[src/rtl/frame_capture_pkg.sv]
// Shared types and widths for the frame capture controller and its output FIFO.
// Geometry counters are sized for frames up to 4096x4096.
package frame_capture_pkg;

    localparam int CNT_W    = 16;
    localparam int PIX_W    = 24;
    localparam int GEOM_MAX = 4096;
    localparam int X_W      = $clog2(GEOM_MAX);
    localparam int Y_W      = $clog2(GEOM_MAX);

    typedef enum logic [2:0] {
        ST_IDLE,
        ST_WAIT_SOF,
        ST_CAPTURE,
        ST_DROP,
        ST_DRAIN
    } state_e;

    typedef struct packed {
        logic [PIX_W-1:0] tdata;
        logic             tuser;
        logic             tlast;
    } fifo_entry_t;

    localparam int ENTRY_W = $bits(fifo_entry_t);

endpackage

[src/rtl/stream_fifo.sv]
// First-word-fall-through synchronous FIFO holding AXI4-Stream beats.
// A write into a full FIFO is accepted only when a read happens in the same cycle.
module stream_fifo
    import frame_capture_pkg::*;
#(
    parameter int DEPTH = 16
) (
    input  logic               clk,
    input  logic               rst,
    input  logic               wr_en,
    input  logic [ENTRY_W-1:0] wr_data,
    input  logic               rd_en,
    output logic [ENTRY_W-1:0] rd_data,
    output logic               full,
    output logic               empty
);

    localparam int AW = $clog2(DEPTH);
    localparam logic [AW:0] FULL_CNT = (AW+1)'(DEPTH);

    fifo_entry_t    mem_q [DEPTH];
    logic [AW-1:0]  wp_q, wp_d, rp_q, rp_d;
    logic [AW:0]    cnt_q, cnt_d;
    logic           do_wr, do_rd;

    assign full    = (cnt_q == FULL_CNT);
    assign empty   = (cnt_q == '0);
    assign rd_data = mem_q[rp_q];

    always_comb begin
        do_rd = rd_en && !empty;
        do_wr = wr_en && (!full || do_rd);
        wp_d  = do_wr ? wp_q + 1'b1 : wp_q;
        rp_d  = do_rd ? rp_q + 1'b1 : rp_q;
        case ({do_wr, do_rd})
            2'b10:   cnt_d = cnt_q + 1'b1;
            2'b01:   cnt_d = cnt_q - 1'b1;
            default: cnt_d = cnt_q;
        endcase
    end

    always_ff @(posedge clk) begin
        if (rst) begin
            wp_q  <= '0;
            rp_q  <= '0;
            cnt_q <= '0;
        end else begin
            wp_q  <= wp_d;
            rp_q  <= rp_d;
            cnt_q <= cnt_d;
        end
    end

    // Storage needs no reset: empty gates everything read from it.
    always_ff @(posedge clk) begin
        if (do_wr) mem_q[wp_q] <= wr_data;
    end

endmodule

[src/rtl/frame_capture_ctrl.sv]
// Camera-to-AXI4-Stream frame capture: SOF alignment, tuser/tlast regeneration, drop on corruption.
// Define FRAME_CAPTURE_TEST_PATTERN_EN to add cfg_pattern (x/y/frame-count test pattern data).
module frame_capture_ctrl
    import frame_capture_pkg::*;
#(
    parameter int H_ACTIVE   = 640,
    parameter int V_ACTIVE   = 480,
    parameter int FIFO_DEPTH = 16,
    parameter int DATA_W     = 24
) (
    input  logic              aclk,
    input  logic              areset,
    input  logic              cfg_enable,
    input  logic              cfg_single,
`ifdef FRAME_CAPTURE_TEST_PATTERN_EN
    input  logic              cfg_pattern,
`endif
    input  logic [7:0]        i_r,
    input  logic [7:0]        i_g,
    input  logic [7:0]        i_b,
    input  logic              i_valid,
    input  logic              i_sof,
    input  logic              i_eol,
    output logic [DATA_W-1:0] m_tdata,
    output logic              m_tvalid,
    input  logic              m_tready,
    output logic              m_tlast,
    output logic              m_tuser,
    output logic              sts_busy,
    output logic              sts_frame_done,
    output logic              sts_overflow,
    output logic              sts_err_len,
    output logic [CNT_W-1:0]  sts_frame_cnt
);

    localparam logic [X_W-1:0] X_LAST = X_W'(H_ACTIVE - 1);
    localparam logic [Y_W-1:0] Y_LAST = Y_W'(V_ACTIVE - 1);

    state_e           state_q, state_d;
    logic [X_W-1:0]   x_q, x_d;
    logic [Y_W-1:0]   y_q, y_d;
    logic [CNT_W-1:0] cnt_q, cnt_d;
    logic             done_q, done_d;
    logic             ovf_q, ovf_d;
    logic             err_q, err_d;
    logic             shot_q, shot_d;

    logic             wr_en, rd_en, full, empty;
    fifo_entry_t      wr_entry, rd_entry;
    logic [ENTRY_W-1:0] rd_raw;
    logic             px_take, px_start, px_last_x;
    logic [X_W-1:0]   px_x;
    logic [Y_W-1:0]   px_y;

    assign rd_en    = m_tready && !empty;
    assign rd_entry = rd_raw;

    always_comb begin
        state_d  = state_q;
        x_d      = x_q;
        y_d      = y_q;
        cnt_d    = cnt_q;
        done_d   = 1'b0;
        ovf_d    = ovf_q;
        err_d    = err_q;
        // A finished single shot stays parked in IDLE until cfg_enable is dropped.
        shot_d   = shot_q && cfg_enable;
        px_take  = 1'b0;
        px_start = 1'b0;
        wr_en    = 1'b0;

        case (state_q)
            ST_IDLE:
                if (cfg_enable && !shot_q) state_d = ST_WAIT_SOF;
            ST_WAIT_SOF, ST_DROP:
                if (!cfg_enable)           state_d = ST_DRAIN;
                else if (i_valid && i_sof) begin
                    px_take  = 1'b1;
                    px_start = 1'b1;
                end
            ST_CAPTURE:
                if (i_valid) begin
                    px_take  = 1'b1;
                    px_start = i_sof;
                    if (i_sof) err_d = 1'b1;
                end
            ST_DRAIN:
                if (empty) state_d = ST_IDLE;
            default:
                state_d = ST_IDLE;
        endcase

        px_x      = px_start ? '0 : x_q;
        px_y      = px_start ? '0 : y_q;
        px_last_x = (px_x == X_LAST);

`ifdef FRAME_CAPTURE_TEST_PATTERN_EN
        wr_entry.tdata = cfg_pattern ? {px_x[7:0], px_y[7:0], cnt_q[7:0]} : {i_r, i_g, i_b};
`else
        wr_entry.tdata = {i_r, i_g, i_b};
`endif
        wr_entry.tuser = px_start;
        wr_entry.tlast = px_last_x;

        if (px_take) begin
            if (i_eol != px_last_x) err_d = 1'b1;
            if (full && !rd_en) begin
                ovf_d   = 1'b1;
                state_d = ST_DROP;
            end else begin
                wr_en = 1'b1;
                if (!px_last_x) begin
                    x_d     = px_x + 1'b1;
                    y_d     = px_y;
                    state_d = ST_CAPTURE;
                end else if (px_y != Y_LAST) begin
                    x_d     = '0;
                    y_d     = px_y + 1'b1;
                    state_d = ST_CAPTURE;
                end else begin
                    x_d     = '0;
                    y_d     = '0;
                    done_d  = 1'b1;
                    cnt_d   = cnt_q + 1'b1;
                    if (cfg_single) shot_d = 1'b1;
                    state_d = (cfg_single || !cfg_enable) ? ST_DRAIN : ST_WAIT_SOF;
                end
            end
        end
    end

    always_ff @(posedge aclk) begin
        if (areset) begin
            state_q <= ST_IDLE;
            x_q     <= '0;
            y_q     <= '0;
            cnt_q   <= '0;
            done_q  <= 1'b0;
            ovf_q   <= 1'b0;
            err_q   <= 1'b0;
            shot_q  <= 1'b0;
        end else begin
            state_q <= state_d;
            x_q     <= x_d;
            y_q     <= y_d;
            cnt_q   <= cnt_d;
            done_q  <= done_d;
            ovf_q   <= ovf_d;
            err_q   <= err_d;
            shot_q  <= shot_d;
        end
    end

    stream_fifo #(.DEPTH(FIFO_DEPTH)) u_fifo (
        .clk     (aclk),
        .rst     (areset),
        .wr_en   (wr_en),
        .wr_data (wr_entry),
        .rd_en   (rd_en),
        .rd_data (rd_raw),
        .full    (full),
        .empty   (empty)
    );

    assign m_tvalid       = !empty;
    assign m_tdata        = empty ? '0 : rd_entry.tdata;
    assign m_tuser        = !empty && rd_entry.tuser;
    assign m_tlast        = !empty && rd_entry.tlast;
    assign sts_busy       = (state_q != ST_IDLE);
    assign sts_frame_done = done_q;
    assign sts_overflow   = ovf_q;
    assign sts_err_len    = err_q;
    assign sts_frame_cnt  = cnt_q;

endmodule
[config.mk]
export PLATFORM = sky130hd
export DESIGN_NAME = frame_capture_ctrl
export DESIGN_NICKNAME = d
export VERILOG_FILES = /design/src/rtl/frame_capture_pkg.sv /design/src/rtl/stream_fifo.sv /design/src/rtl/frame_capture_ctrl.sv
export SDC_FILE = /design/constraint.sdc
export NUM_CORES = 1
export LEC_CHECK = 0
export BUFFER_PORTS_ARGS = -buffer_cell sky130_fd_sc_hd__buf_2
export CORE_ASPECT_RATIO = 0.7
export CORE_MARGIN = 4
export CORE_UTILIZATION = 34
export DETAILED_ROUTE_END_ITERATION = 10
export GPL_TIMING_DRIVEN = 0
export PLACE_DENSITY = 0.48
export SLEW_MARGIN = 0
export SYNTH_ARGS = -nofsm -noshare
export SYNTH_HDL_FRONTEND = slang
export SYNTH_SLANG_ARGS = --single-unit
[constraint.sdc]
create_clock -name aclk -period 6.1 [get_ports aclk]
set_input_delay 1.22 -clock aclk [delete_from_list [all_inputs] [get_ports aclk]]
set_output_delay 1.22 -clock aclk [all_outputs]
set_load 0.02 [all_outputs]
==> run summary, run 1 <==
* 0 — count of nets left with antenna violations after detail routing
* 26.0% — Sw Ratio
* edfxtp_1 — predominant post-synthesis flop cell
* 10600 — via count of the first global-routing pass
* 77 — buffers added on ports
* 10500 — overall via count from detail_route
* 344 nW/µm² — power density relative to cell area
* 72.9 mm — first-pass GRT wire length
* 5.27 — drt via density
* 1082 — net count after synthesis
* 416 — EDFF count, synth
* met4 — top routing layer used
* 480 — clock sink total
* 0 — Setup Buffers After CTS
* 40.6% — Final Core Density
* 16.3% — Total Routing Usage GR
* 4 — Crit path buffers/inverters
* buf_1 — slowest CP cell
* 14 — number of cells traversed by the worst register-to-register path
* 0 — Final Max Slew Viols
* 2.91 mm — Routed met3 length
* built — TritonCTS clock tree
* 0 — GRT Residual Overflow
* 480 — total of flip-flops plus latches after synthesis
* 48 — CTS buffer count
* 0.87 ns — slowest cell delay on critical path
* 16.2% — tightest slew margin relative to the limit
* 55500 µm² — area inside the core boundary
* 24.1 mm — routed metal-1 wirelength
* edfxtp_1 65%, mux4_2 15%, dfxtp_1 6.7% — largest cells by area after synthesis
* 2 — number of levels the H-tree was split into
* 1.08 ns — post-place setup slack
* 2.01 mW — switching power total
* 966 — violation count after the first detailed-routing iteration
* 197 MHz — timing-limited maximum frequency
* sts_overflow — launch instance of the worst min-delay path
* 29.0% — layout cell share with drive strength beyond 1
* 207 µm — Die Y
* 1.02 ns — PnR worst setup slack
* 5 — first-pass iteration count of the detailed router
* 72 — FP Rows
* 18.5 µm² — average size of a mapped cell
* 292 µm — horizontal die dimension
* 0 — number of antenna repair diodes
* 0 — final number of hold-violating endpoints
* 3 — maximum buffer depth of the clock tree
* 21.4 mm — met2 WL post-DR
* finished, final reports clean — run status
* 34.6% — Initial Utilization
* 5.73 mW — Pint
* 65.1% — share of Yosys cell area claimed by the top area cell type
* 57 — number of different library cells in the post-synthesis netlist
* 5.08 ns — minimum period implied by the final worst setup slack
* flop — Startpoint Class
* 2 — hold-critical path depth
* clkbuf_1 -> buf_1 -> buf_1 -> mux4_2 -> mux4_2 -> and2_1 -> buf_2 — CP cell instances
* 60400 µm² — Die Area
* 71.8% — sequential share of the synthesized area
* 83.2% — period utilization
* clkbuf_16 — buffer type at the clock tree root
* 0.787 — gp weighted congestion
* 31.9 mm — detailed placement HPWL
* 0.57 ns — clock insertion delay at the later pin of the skew report
* 0.0181 ns — clock skew
* 79 — I/O Pins
* 7.75 mW — post-layout power
* 17.1% — combinational fraction of design power
* edfxtp_1 — library cell with the largest summed area after synthesis
* 19200 µm² — synthesized cell area
* 0% — Synth async-reset ratio
* 24.6 µm — detail-routed net length per standard cell
* 0 — antenna violations before repair
* u_fifo.cnt_q[1] — RR Startpoint
* 0.000204 V — Peak supply drop
* 1253 — net count reported at finish
* 26 — pin count of the biggest net entering global routing
* 36.6% — clock network fraction of design power
* 0 — maximum capacitance violations
* 1.82 ns — R2R Setup Slk
* 0 — number of warning messages in the yosys log
* 7.12 nW — leakage power total
* u_fifo.cnt_q[4] — reg-to-reg critical path endpoint
* primary output — Critical Path Sink Type
* 1988 — non-filler cells in the finished layout
* 0 — count of unresolved DRC violations after routing
* 3.86 ns — worst endpoint data arrival time
* 0.06 ns — Clock transition at path regs
* buffers and inverters — kind of cell with the highest combined delay on the critical path
* sts_overflow — terminating pin of the worst hold path
* 0 — final setup fails
* 0 — hold buffers post-CTS
* flop to flop — worst min path class
* 5050 — number of fillers in the final layout
* flop to primary output — WS Path Type
* 1.26 ns — worst slew pin tran
* 48.9 mm — Total Wirelength
* 10 — critical path peak fanout
* 1899 — DP Cell Count
* 0 — Gates resized, CTS repair
* 46.4% — part of the total power dissipated in sequential elements
* no — unrepaired setup endpoints after global routing
* 17.5% — synth-to-layout area growth
* 1038 — Post-Syn Instances
* 4.88 ns — WP data required
## placed cells by master (no fill, tap or decap), types with 8 or more instances in the layout
cell / instances
o31ai_1: 8
nor2_1: 35
clkbuf_16: 48
o21ai_0: 29
buf_6: 15
nand3_1: 27
clkinv_1: 12
buf_4: 21
ha_1: 12
nand4_1: 11
clkbuf_1: 44
and2_1: 32
buf_2: 90
nand2_1: 33
or3_1: 17
dfxtp_1: 64
mux4_2: 130
a21oi_1: 35
clkinv_2: 11
edfxtp_1: 416
xor2_1: 10
or4_1: 11
inv_1: 12
## worst max path at each step
stage                          start                  end  slack, ns  depth (start not counted)
after global routing            flop          m_tdata[11]       0.90                          7
after detailed placement  cfg_enable      u_fifo.cnt_q[4]       1.08                         14
after CTS                       flop          m_tdata[16]       1.01                          7
final                           flop          m_tdata[18]       1.02                          7
after floorplan           cfg_enable   u_fifo.mem_q[1][0]       0.98                          5
after global placement    cfg_enable  u_fifo.mem_q[3][17]      -3.87                          6
## sequential cells by signal, indices dropped and copies added (netlist names), named ones only
register and cells:
sts_err_len 1, state_q 3, u_fifo.cnt_q 5, sts_frame_done 1, y_q 12, sts_overflow 1
x_q 12, u_fifo.wp_q 4, u_fifo.mem_q 416, shot_q 1, sts_frame_cnt 16, u_fifo.rp_q 4
## cell usage after synthesis (2+ instances only)
cell type / instances
a211oi_1: 2
a21o_1: 3
a21oi_1: 35
a221oi_1: 3
a22oi_1: 3
a311oi_1: 4
a31oi_1: 7
and2_1: 32
and3_1: 11
buf_1: 7
buf_2: 13
clkbuf_1: 35
dfxtp_1: 64
edfxtp_1: 416
ha_1: 12
inv_1: 12
inv_2: 2
mux2i_1: 3
mux4_2: 130
nand2_1: 33
nand2b_1: 7
nand3_1: 27
nand3b_1: 3
nand4_1: 11
nor2_1: 39
nor2b_1: 2
nor3_1: 8
nor4_1: 10
nor4_2: 2
o211ai_1: 2
o21ai_0: 29
o22ai_1: 2
o31ai_1: 8
or3_1: 17
or4_1: 11
xnor2_1: 3
xor2_1: 10
## power by group through the flow
stage	combinational [mW]	sequential, mW	clock [mW]
detailed placement	1.36	3.66	0
global placement	1.35	3.66	0
floorplan	0.906	3.66	0
CTS	1.37	3.59	2.90
global route	1.44	3.59	3.05
finish	1.32	3.59	2.83
## cell type report
type                            instances  area [µm²]  area share, %
Multi-Input combinational cell        488        5210           23.1
Clock inverter                         32         246           1.09
Sequential cell                       480       13800           61.1
Inverter                               14        52.6          0.233
Clock buffer                           57        1230           5.48
Buffer                                 56         228           1.01
Tap cell                              740         926           4.11
Timing Repair Buffer                  121         880           3.90
## kinds of logic after synthesis
kind of cell | after synthesis | synth area share, %
DFF | 480 | 71.8
and+or+nand+nor | 222 | 6.39
muxes | 135 | 15.6
AOI/OAI and AO/OA | 106 | 3.44
buffers and inverters | 70 | 1.46
xor gates and xnor gates | 13 | 0.593
adders and majority gates | 12 | 0.783
## per-stage QoR
step           instance area (µm²)  TNS, ns  hold WS (ns)
6_report                     22600        0         0.487
5_1_grt                      22600        0         0.502
4_1_cts                      22600        0         0.486
3_5_place_dp                 21100        0         0.475
3_3_place_gp                 20500  -536.17         0.467
2_1_floorplan                19200        0         0.450
## metal layers
layer	vias up	track usage (%)
li1	4592	-
met1	5560	25.1
met2	276	24.3
met3	47	3.42
met4	0	2.49
met5	-	0
## worst reg2reg max path, delay by kind of cell, from the launching register on
family,cells,cell delay (ns)
compound gates,4,0.86
xor+xnor,1,0.12
fa+ha+maj,2,0.57
buf+inv,5,1.43
flops,1,0.29
mux,1,0.37
simple gates,1,0.54
Power figures use the tool's default switching activity.
==> run 2: changes to the inputs <==
==> constraint.sdc (replaced) <==
create_clock -name aclk -period 4.9 [get_ports aclk]
set_input_delay 0.98 -clock aclk [delete_from_list [all_inputs] [get_ports aclk]]
set_output_delay 0.98 -clock aclk [all_outputs]
set_load 0.02 [all_outputs]
==> run summary, run 2 (same netlist as run 1, synthesis figures left out) <==
* 7.13 nW — leakage power total
* 5.27 — drt via density
* clkbuf_16 — buffer type at the clock tree root
* u_fifo.mem_q — register name with the most flops
* built — TritonCTS clock tree
* 96.3% — period utilization
* 5 — first-pass iteration count of the detailed router
* 416 x edfxtp_1, 130 x mux4_2, 90 x buf_2 — commonest cells after routing, fill and taps aside
* 34.6% — Initial Utilization
* 77 — buffers added on ports
* 55500 µm² — area inside the core boundary
* 3.74 ns — worst endpoint data arrival time
* 0 — hold buffers post-CTS
* 79 — I/O Pins
* 3.92 ns — WP data required
* 10600 — via count of the first global-routing pass
* 2 — number of levels the H-tree was split into
* clkbuf_1 -> buf_1 -> clkbuf_1 -> mux4_2 -> mux4_2 -> and2_1 -> buf_2 — CP cell instances
* 17.6% — synth-to-layout area growth
* 10500 — overall via count from detail_route
* 292 µm — horizontal die dimension
* 31.9 mm — detailed placement HPWL
* 1.24 ns — worst slew pin tran
* 13800 µm² — area occupied by registers
* 24.6 µm — detail-routed net length per standard cell
* 1253 — net count reported at finish
* primary output — Critical Path Sink Type
* 60400 µm² — Die Area
* 0 — Final Max Slew Viols
* 5210 µm² — area of the multi-input gates
* 22600 µm² — Post-Layout Inst Area
* 25.1% — met1 track demand over resource in global routing
* 72 — FP Rows
* 21100 µm² — placed cell areas
* 29.2% — layout cell share with drive strength beyond 1
* flop to primary output — WS Path Type
* 0.06 ns — Clock transition at path regs
* 0 — final setup fails
* 428 nW/µm² — power density relative to cell area
* 207 µm — Die Y
* 0 — GRT Residual Overflow
* 0 — count of nets left with antenna violations after detail routing
* 0 — maximum capacitance violations
* 26 — pin count of the biggest net entering global routing
* 24.3% — met2 demand-to-capacity share in global routing
* clkbuf_1 — slowest CP cell
* 0.57 ns — clock insertion delay at the later pin of the skew report
* 480 — clock sink total
* 0.000254 V — Peak supply drop
* no — unrepaired setup endpoints after global routing
* 72.9 mm — first-pass GRT wire length
* 0.0192 ns — clock skew
* 5048 — number of fillers in the final layout
* finished, final reports clean — run status
* 212 MHz — timing-limited maximum frequency
* 0.787 — gp weighted congestion
* 3 — maximum buffer depth of the clock tree
* 4.72 ns — minimum period implied by the final worst setup slack
* 16.3% — Total Routing Usage GR
* 17.3% — tightest slew margin relative to the limit
* 0 — final number of hold-violating endpoints
* met1 — GR peak layer
* buffers and inverters — kind of cell with the highest combined delay on the critical path
* 416 — number of flip-flops under the largest register name
* 10 — critical path peak fanout
* edfxtp_1 — most frequent standard cell in the layout excluding fill and tap cells
* flop — Startpoint Class
* 0.75 ns — slowest cell delay on critical path
* 0 — count of unresolved DRC violations after routing
* 49.0 mm — Total Wirelength
* 3.42% — met3 demand-to-capacity share in global routing
* 4 — Crit path buffers/inverters
* 48 — CTS buffer count
* 0 — antenna violations before repair
* 957 — violation count after the first detailed-routing iteration
* 40.6% — Final Core Density
* 0 — number of antenna repair diodes
* flop to flop — worst min path class
* 9.65 mW — post-layout power
[run 2: worst paths after layout]
check / slack [ns] / endpoint / cells past startpoint / start
min: 0.49 / sts_overflow / 2 / sts_overflow
max reg2reg: 0.62 / u_fifo.cnt_q[4] / 14 / u_fifo.cnt_q[1]
min reg2reg: 0.49 / sts_overflow / 2 / sts_overflow
max: 0.18 / m_tdata[18] / 7 / flop
[run 2: tightest hold or removal path, delay by kind of cell, from the launching register on]
| kind | cells | cell delay, ns |
|---|---|---|
| simple gates | 1 | 0.07 |
| flops | 1 | 0.34 |
| compound gates | 1 | 0.05 |
[run 2: report_power, final]
group          leakage (nW)  switching (mW)  internal, mW  total [mW]
logic                  2.13           0.924         0.722        1.65
registers              4.27          0.0188          4.45        4.47
clock network         0.722            1.57          1.96        3.53
[run 2: per-layer routing]
layer / wire length (µm) / share of wire, %
met1: 24100 / 49
met2: 21400 / 44
met3: 2880 / 5.9
met4: 576 / 1.2
met5: 0 / 0
[run 2: cell type report]
class / count / area share, %
clock inverter: 32 / 1.09
multi-input combinational: 488 / 23.1
buffer: 56 / 1.03
tap: 740 / 4.10
sequential: 480 / 61.1
clock buffer: 57 / 5.47
inverter: 14 / 0.233
timing repair buffer: 121 / 3.90
[run 2: what timing repair did]
action | CTS | global route
buffers inserted | 0 | 0
resized for setup | 0 | 7
endpoints found under the setup margin | 0 | 11
[run 2: metrics by stage]
step / setup WS, ns / hold WS, ns / setup TNS [ns] / instances
floorplan: 0.0220 / 0.450 / 0 / 1038
global placement: -4.83 / 0.467 / -808.59 / 1855
detailed placement: 0.119 / 0.475 / 0 / 1899
CTS: 0.0468 / 0.486 / 0 / 1988
global route: 0.0364 / 0.502 / 0 / 1988
finish: 0.183 / 0.487 / 0 / 1988
==> run 3: changes to the inputs <==
--- a/config.mk
+++ b/config.mk
@@ -15,4 +15,5 @@
 export SLEW_MARGIN = 0
 export SYNTH_ARGS = -nofsm -noshare
 export SYNTH_HDL_FRONTEND = slang
+export SYNTH_HIERARCHICAL = 1
 export SYNTH_SLANG_ARGS = --single-unit
==> run summary, run 3 <==
* 60900 µm² — Die Area
* 3.64 ns — worst endpoint data arrival time
* 0 — GRT Residual Overflow
* 373 nW/µm² — power density relative to cell area
* 0.795 — gp weighted congestion
* flop to primary output — WS Path Type
* 0 — count of nets left with antenna violations after detail routing
* built — TritonCTS clock tree
* 62 — number of different library cells in the post-synthesis netlist
* 416 x edfxtp_1, 104 x mux4_2, 91 x buf_2 — commonest cells after routing, fill and taps aside
* 0.06 ns — Clock transition at path regs
* 2 — number of levels the H-tree was split into
* 0 — maximum capacitance violations
* 73.5 mm — first-pass GRT wire length
* 0.000238 V — Peak supply drop
* 55800 µm² — area inside the core boundary
* 480 — clock sink total
* no — unrepaired setup endpoints after global routing
* 2.43% — met3 demand-to-capacity share in global routing
* 416 — number of flip-flops under the largest register name
* 0.59 ns — clock insertion delay at the later pin of the skew report
* 7.24 nW — leakage power total
* edfxtp_1 — most frequent cell after synthesis
* 71.2% — sequential share of the synthesized area
* 49 — CTS buffer count
* edfxtp_1 65%, mux4_2 12%, dfxtp_1 6.6% — largest cells by area after synthesis
* flop — Startpoint Class
* edfxtp_1 — most frequent standard cell in the layout excluding fill and tap cells
* 23.1% — met2 demand-to-capacity share in global routing
* 17.2 µm² — average size of a mapped cell
* 4.62 ns — minimum period implied by the final worst setup slack
* 8.45 mW — post-layout power
* 1 — antenna violations before repair
* 3.92 ns — WP data required
* 0 — final number of hold-violating endpoints
* edfxtp_1 — library cell with the largest summed area after synthesis
* 217 MHz — timing-limited maximum frequency
* 0.458 ns — minimum hold slack
* 31.8 mm — detailed placement HPWL
* 416 x edfxtp_1, 104 x mux4_2, 64 x dfxtp_1 — leading post-synthesis cells by instance count
* 79 — I/O Pins
* 1170 — net count after synthesis
* 25.6% — met1 track demand over resource in global routing
* 6 — number of warning messages in the yosys log
* 49.2 mm — Total Wirelength
* 0.0139 ns — clock skew
* 0 — final setup fails
* 27 — pin count of the biggest net entering global routing
* 480 — total of flip-flops plus latches after synthesis
* 10 — critical path peak fanout
* finished, final reports clean — run status
* 11100 — via count of the first global-routing pass
* 5046 — number of fillers in the final layout
* 23.9 µm — detail-routed net length per standard cell
* clkbuf_16 — buffer type at the clock tree root
* 16.1% — Total Routing Usage GR
* 19400 µm² — synthesized cell area
* 5 — first-pass iteration count of the detailed router
* 416 — EDFF count, synth
* 0 — count of unresolved DRC violations after routing
* 34.7% — Initial Utilization
* 208 µm — Die Y
* flop to flop — worst min path class
* 3 — maximum buffer depth of the clock tree
* 0% — Synth async-reset ratio
* 25.3% — tightest slew margin relative to the limit
* 78 — buffers added on ports
* 72 — FP Rows
* 24.8% — layout cell share with drive strength beyond 1
* 5.38 — drt via density
* 1.12 ns — worst slew pin tran
* 94.2% — period utilization
* 293 µm — horizontal die dimension
* 0 — Final Max Slew Viols
* 64.5% — share of Yosys cell area claimed by the top area cell type
* 17.2% — synth-to-layout area growth
* 1011 — violation count after the first detailed-routing iteration
* 1329 — net count reported at finish
* met1 — GR peak layer
* edfxtp_1 — predominant post-synthesis flop cell
* 1126 — Post-Syn Instances
* primary output — Critical Path Sink Type
* u_fifo/mem_q — register name with the most flops
* 11100 — overall via count from detail_route
## run 3: cell types whose count changed after synthesis, sizes merged, moves of 8 or more
cell | before | now
a22oi | 3 | 53
nor2b | 2 | 35
mux4 | 130 | 104
nand2 | 34 | 57
and2 | 32 | 10
o21ai | 29 | 38
inv | 14 | 22
## run 3: area by class of cell
cell class                      count  area (µm²)  share of cell area [%]
Inverter                           23        90.1                   0.397
Antenna cell                        1        2.50                  0.0110
Tap cell                          740         926                    4.08
Sequential cell                   480       13800                    60.7
Multi-Input combinational cell    560        5290                    23.3
Clock buffer                       60        1290                    5.68
Buffer                             62         280                    1.24
Timing Repair Buffer              109         742                    3.27
Clock inverter                     27         285                    1.26
## run 3: cell families (layout without fill, tap and decap cells)
family,Yosys count,count (layout),share of synthesized area [%]
AOI/OAI and AO/OA,173,173,6.06
xor gates and xnor gates,10,10,0.452
adders and majority gates,12,12,0.814
buffers and inverters,86,281,1.91
DFF,480,480,71.2
muxes,113,113,12.6
other,0,1,0
and+or+nand+nor,252,252,7.02
## run 3: worst paths after layout
check | depth (start not counted) | start | slack, ns | end
worst max register to register | 14 | u_fifo/cnt_q[0] | 0.32 | u_fifo/cnt_q[4]
worst min register to register | 2 | shot_q | 0.46 | shot_q
worst max-delay path | 8 | flop | 0.28 | m_tdata[2]
worst min-delay path | 2 | shot_q | 0.46 | shot_q
## run 3: through the flow
| step | setup slack, ns | cells | util, % | instance area (µm²) | setup TNS (ns) |
|---|---|---|---|---|---|
| finish | 0.284 | 2062 | 40.7 | 22700 | 0 |
| global route | 0.0386 | 2062 | 40.7 | 22700 | 0 |
| CTS | 0.0409 | 2060 | 40.6 | 22700 | 0 |
| detailed placement | -0.437 | 1973 | 37.8 | 21100 | -66.99 |
| global placement | -5.55 | 1944 | 37.1 | 20700 | -959.67 |
| floorplan | -0.788 | 1126 | - | 19400 | -81.93 |
## run 3: metal layers
layer	up-vias	routed length [µm]
li1	4866	-
met1	5887	24600
met2	286	21400
met3	59	2430
met4	0	781
met5	-	0
## run 3: repair_timing
item | in CTS | in global routing
setup endpoints to repair | 230 | 337
hold buffers | 0 | 0
gates resized for setup | 1 | 5
buffers inserted | 0 | 2
gates cloned | 0 | 0
## run 3: power breakdown
| group | switching (mW) | internal, mW |
|---|---|---|
| Combinational | 0.207 | 0.0878 |
| Sequential | 0.00695 | 4.44 |
| Clock | 1.57 | 2.14 |
## run 3: worst max-delay path, cell delays in order (launching register included)
cell and delay [ns]:
dfxtp_1 0.31, clkbuf_1 0.26, buf_1 0.64, clkbuf_1 0.73, mux4_2 0.43, a22oi_1 0.22, nand2_1 0.12, nor2b_1 0.14
buf_2 0.20
